==> config.mk <==
export PLATFORM = sky130hd
export DESIGN_NAME = edge_to_level_gen
export DESIGN_NICKNAME = d
export VERILOG_FILES = /design/src/rtl/edge_to_level_gen.sv
export SDC_FILE = /design/constraint.sdc
export NUM_CORES = 1
export LEC_CHECK = 0
export ABC_CLOCK_PERIOD_IN_PS = 3600
export BUFFER_PORTS_ARGS = -buffer_cell sky130_fd_sc_hd__buf_2
export CORE_ASPECT_RATIO = 0.75
export CORE_MARGIN = 8
export CORE_UTILIZATION = 53
export DETAILED_ROUTE_END_ITERATION = 6
export PLACE_DENSITY = 0.77
export RECOVER_POWER = 100
export SLEW_MARGIN = 30
export SYNTH_ARGS = -nofsm -noshare
export SYNTH_HDL_FRONTEND = slang
export SYNTH_SLANG_ARGS = --single-unit
export TNS_END_PERCENT = 10
==> constraint.sdc <==
create_clock -name clk -period 3.6 [get_ports clk]
set_input_delay 0.72 -clock clk [delete_from_list [all_inputs] [get_ports clk]]
set_output_delay 0.72 -clock clk [all_outputs]
set_load 0.005 [all_outputs]
==> src/rtl/edge_to_level_gen.sv <==
// rtl/edge_to_level_gen.sv - rebuilds a level from rise/fall request pulses with min high/low hold times
module edge_to_level_gen #(
  parameter int MIN_HIGH = 4,
  parameter int MIN_LOW  = 4,
  parameter int CNT_W    = 8
) (
  input  logic        clk,
  input  logic        rst,
  input  logic        rise_req,
  input  logic        fall_req,
  output logic        sig_out,
  output logic        busy,
  output logic        pend,
  output logic        drop_err,
  output logic [15:0] edge_cnt
);

  typedef enum logic [1:0] {
    LOW_READY  = 2'd0,
    HIGH_HOLD  = 2'd1,
    HIGH_READY = 2'd2,
    LOW_HOLD   = 2'd3
  } state_t;

  localparam logic [CNT_W-1:0] HIGH_LOAD = CNT_W'(MIN_HIGH - 1);
  localparam logic [CNT_W-1:0] LOW_LOAD  = CNT_W'(MIN_LOW - 1);

  state_t           state;
  logic [CNT_W-1:0] cnt;
  logic             both_req;
  logic             rise_ok;
  logic             fall_ok;
  logic             pend_hi;
  logic             pend_lo;

  assign both_req = rise_req & fall_req;
  assign rise_ok  = rise_req & ~fall_req;
  assign fall_ok  = fall_req & ~rise_req;

  // Pending flag as it stands after this cycle's request, so a request
  // arriving on the last hold cycle still takes effect at the hold boundary.
  always_comb begin
    pend_hi = fall_ok | (pend & ~rise_ok);
    pend_lo = rise_ok | (pend & ~fall_ok);
  end

  always_ff @(posedge clk) begin
    if (rst) begin
      state    <= LOW_READY;
      cnt      <= '0;
      sig_out  <= 1'b0;
      busy     <= 1'b0;
      pend     <= 1'b0;
      drop_err <= 1'b0;
      edge_cnt <= 16'd0;
    end else begin
      drop_err <= both_req;
      case (state)
        LOW_READY: begin
          if (rise_ok) begin
            state    <= HIGH_HOLD;
            sig_out  <= 1'b1;
            busy     <= 1'b1;
            cnt      <= HIGH_LOAD;
            edge_cnt <= edge_cnt + 16'd1;
          end
        end
        HIGH_HOLD: begin
          if (cnt == '0) begin
            pend <= 1'b0;
            if (pend_hi) begin
              state    <= LOW_HOLD;
              sig_out  <= 1'b0;
              cnt      <= LOW_LOAD;
              edge_cnt <= edge_cnt + 16'd1;
            end else begin
              state <= HIGH_READY;
              busy  <= 1'b0;
            end
          end else begin
            cnt  <= cnt - CNT_W'(1);
            pend <= pend_hi;
          end
        end
        HIGH_READY: begin
          if (fall_ok) begin
            state    <= LOW_HOLD;
            sig_out  <= 1'b0;
            busy     <= 1'b1;
            cnt      <= LOW_LOAD;
            edge_cnt <= edge_cnt + 16'd1;
          end
        end
        LOW_HOLD: begin
          if (cnt == '0) begin
            pend <= 1'b0;
            if (pend_lo) begin
              state    <= HIGH_HOLD;
              sig_out  <= 1'b1;
              cnt      <= HIGH_LOAD;
              edge_cnt <= edge_cnt + 16'd1;
            end else begin
              state <= LOW_READY;
              busy  <= 1'b0;
            end
          end else begin
            cnt  <= cnt - CNT_W'(1);
            pend <= pend_lo;
          end
        end
        default: begin
          state   <= LOW_READY;
          sig_out <= 1'b0;
          busy    <= 1'b0;
          pend    <= 1'b0;
        end
      endcase
    end
  end

endmodule

==> summary.md <==
The setup-violating endpoint count in the final report was 0; the final estimated routing congestion in global placement was 0.891. TritonCTS built the clock tree. Setup repair after global routing left no endpoint under its margin. The clock passes through at most 2 buffers.

The startpoint identified for the worst hold timing path is cnt[5]$_SDFFE_PP0P_. The run gives 41 as the number of distinct library cells after synthesis. In this run the count of I/O pins placed on the die edge is 24.

The post-route netlist has 12.0% of its cells at a drive strength greater than 1. Measured along the x axis, the die boundary spans 81.2 um. For the max-capacitance violation count, the log shows 0. The worst path arrival time is 3.01 ns, and the total of buffers placed on input and output ports is 23.

Kind of end point of the critical path: a flop. In this run the core area contains 17 standard-cell rows. Clock skew on the completed layout was measured at 0.0104 ns.

Worst-path maximum fanout: 26. In this run the static leakage power is 0.671 nW. Dividing the synthesized area by the synthesized cell count gives 8.59 sq um. The detailed router finished its first iteration with 131 violations. The setup path with the least slack is of type flop to flop. The level count of the clock H-tree is 2, and the share of the synthesized area in the top cell type is 35.5%. The remaining global-route overflow was 0. The logs give 226 for the count of nets after finishing and 0 for the final max-slew violation count. The library cell used most frequently in the layout, excluding fill and tap cells, is sky130_fd_sc_hd__dfxtp_1.

From bottom edge to top edge, the die measures 64.9 um. The die covers 5270 sq um. At the pin with the least slew margin, the transition time is 1.20 ns. The routed layout has 1623 vias.

The routed length per instance works out to 15.8 um. Worst setup path startpoint: cnt[2]$_SDFFE_PP0P_. After legalization and detailed placement, the total HPWL measured 2.70 mm. The worst hold path was traced through 2 stages. For this run, the leading register cell type out of synthesis is sky130_fd_sc_hd__dfxtp_1.

The tools report the maximum vdd drop as 450 uV. The number of buffers created by CTS is 5. Clock tree root buffer cell: sky130_fd_sc_hd__clkbuf_8. Portion of the clock cycle consumed by the worst path in the final layout: 78.2%. The area growth from synthesis to layout is 9.47%. Cell taking the most area after synthesis: sky130_fd_sc_hd__dfxtp_1. Clock-pin slew was measured on the worst setup and hold paths at 0.07 ns. The maximum number of pins on one net before global-route repair was 45; the final period demand of the worst path was 2.81 ns. Once detail routing completed, the nets flagged for antenna violations numbered 0.

The synthesized net count is 208. The initial antenna violation count was 0. The run finished with clean final reports.

Type of the most critical hold path: flop to flop. For this run, asynchronously set or reset flops after synthesis account for 0%. The sink count of the clock tree is 30, and the number of synthesis warnings is 0. The clock network latency to the later pin of the worst-skew pair is 0.28 ns, and the logic depth of the worst register-to-register path is 6. The synthesized cell area was 1690 sq um. For the via count of the first global-routing pass, the log shows 1487.

Power spread over the standard cell area amounts to 836 nW/um^2. The first global-routing pass estimated 6.85 mm of wire. After routing, the total negative slack on setup checks comes to 0 ns. The logs give 0 for the number of instances resized during post-cts repair and 280 for the number of filler cells placed in the layout.

For this run, the register share of the synthesized area comes to 35.5%. The tightest hold path in the finished design has a slack of 0.472 ns. In this run, synthesis produced a sequential element count of 30. The post-synthesis instance total was 197.

For the worst setup path, the data required time is 3.80 ns. In the layout the commonest cells are 30 x sky130_fd_sc_hd__dfxtp_1, 28 x sky130_fd_sc_hd__a21oi_1, 16 x sky130_fd_sc_hd__or4_1, 16 x sky130_fd_sc_hd__o31ai_1, 13 x sky130_fd_sc_hd__clkbuf_1. The number of diodes is 0, and the final core area utilization is 61.7%.

After synthesis, the cell types taking the most area are sky130_fd_sc_hd__dfxtp_1 36%, sky130_fd_sc_hd__a21oi_1 8.3%, sky130_fd_sc_hd__o31ai_1 7.1%. For this block, the routed nets add up to 4.02 mm of wire. The hold violation count in the final report came out at 0.

Yosys mapped a number of flops with a built-in enable equal to 0. The fmax came out at 355 MHz. The combined global-route utilization of all metal layers came out at 15.9%. The tools report the sort of element at the start of the critical path as a flop. In the routed design, unresolved DRC markers number 0. The average via count per standard cell was 6.39. The run gives 19.7% as the relative max-transition margin. Buffers added to address setup during post-CTS repair amount to 0. The run gives 3000 sq um as the placeable core region. The first-pass iteration count of the detailed router is 4. The starting density of the core is 56.4%, and the number of hold buffers added after CTS is 0. The worst register-to-register path begins at cnt[2]$_SDFFE_PP0P_.
path summary, 6_finish.rpt:
check / slack (ns) / to
max: 0.79 / edge_cnt[12]$_SDFFE_PP0P_
min: 0.47 / cnt[5]$_SDFFE_PP0P_
max reg2reg: 0.79 / edge_cnt[12]$_SDFFE_PP0P_
min reg2reg: 0.47 / cnt[5]$_SDFFE_PP0P_
stage by stage:
stage / cells / power (W) / cell area [sq um] / setup WS [ns]
global route: 254 / 0.00168 / 1850 / 0.590
detailed placement: 246 / 0.00129 / 1780 / 0.818
floorplan: 197 / 0.00117 / 1690 / 1.44
CTS: 254 / 0.00158 / 1870 / 1.00
global placement: 246 / 0.00124 / 1780 / 0.913
finish: 254 / 0.00155 / 1850 / 0.786
power by group:
part	internal (W)	switching (W)
Combinational	0.000266	0.000505
Clock	0.000154	0.000128
Sequential	0.000406	0.0000890
Total	0.000826	0.000722
synth_stat cells, types with 2 or more instances:
cell and number:
sky130_fd_sc_hd__nand3_1 10, sky130_fd_sc_hd__a21oi_1 28, sky130_fd_sc_hd__and3_1 6, sky130_fd_sc_hd__nand2_1 5, sky130_fd_sc_hd__dfxtp_1 30, sky130_fd_sc_hd__o21ai_0 2
sky130_fd_sc_hd__inv_1 6, sky130_fd_sc_hd__clkbuf_1 7, sky130_fd_sc_hd__buf_6 4, sky130_fd_sc_hd__or3_1 5, sky130_fd_sc_hd__o21bai_1 2, sky130_fd_sc_hd__nor2_1 11
sky130_fd_sc_hd__nor4_1 2, sky130_fd_sc_hd__a31oi_1 2, sky130_fd_sc_hd__ha_1 7, sky130_fd_sc_hd__or2_2 2, sky130_fd_sc_hd__a311oi_1 3, sky130_fd_sc_hd__or4_1 15
sky130_fd_sc_hd__nand4_1 3, sky130_fd_sc_hd__nand2b_1 3, sky130_fd_sc_hd__o41ai_1 3, sky130_fd_sc_hd__o31ai_1 16, sky130_fd_sc_hd__nand4b_1 2, sky130_fd_sc_hd__o21ai_1 5
sky130_fd_sc_hd__and4_1 2
cell families (layout without fill, tap and decap cells):
| group | count (synthesis) | after routing | share of synthesized area [%] |
|---|---|---|---|
| AOI/OAI and AO/OA | 67 | 67 | 25.6 |
| adders and majority gates | 7 | 7 | 5.18 |
| buffers and inverters | 19 | 38 | 6.06 |
| DFF | 30 | 30 | 35.5 |
| muxes | 1 | 1 | 0.592 |
| and+or+nand+nor | 73 | 73 | 27.1 |
registers in the layout (all words and copies together), names as in the netlist:
signal,cells
sig_out,1
busy,1
edge_cnt,16
cnt,8
pend,1
drop_err,1
state,2
per-layer routing:
metal	routed length, um	track usage (%)	part of all wire [%]	vias to the layer above
li1	-	-	-	811
met3	251	4.27	6.3	4
met2	1820	24.6	45	44
met5	0	0	0	-
met1	1910	20.9	48	764
met4	34	5.33	0.85	0
critical path, cell delays in order, from the launching register on:
cell	delay (ns)
sky130_fd_sc_hd__dfxtp_1	0.37
sky130_fd_sc_hd__or4_1	0.62
sky130_fd_sc_hd__nor3_4	0.33
sky130_fd_sc_hd__o22ai_2	0.36
sky130_fd_sc_hd__clkbuf_1	0.36
sky130_fd_sc_hd__or4_1	0.53
sky130_fd_sc_hd__a21oi_1	0.16
layout make-up:
cell class | instances | area (sq um) | share of cell area, %
flip-flops and latches | 30 | 601 | 32.4
inverters | 6 | 22.5 | 1.22
clock buffers | 7 | 86.3 | 4.66
clock inverters | 1 | 5.00 | 0.270
multi-input cells | 148 | 985 | 53.2
repair buffers | 24 | 105 | 5.68
well taps | 38 | 47.5 | 2.57
Note: power is estimated with default switching activity, not from simulation.
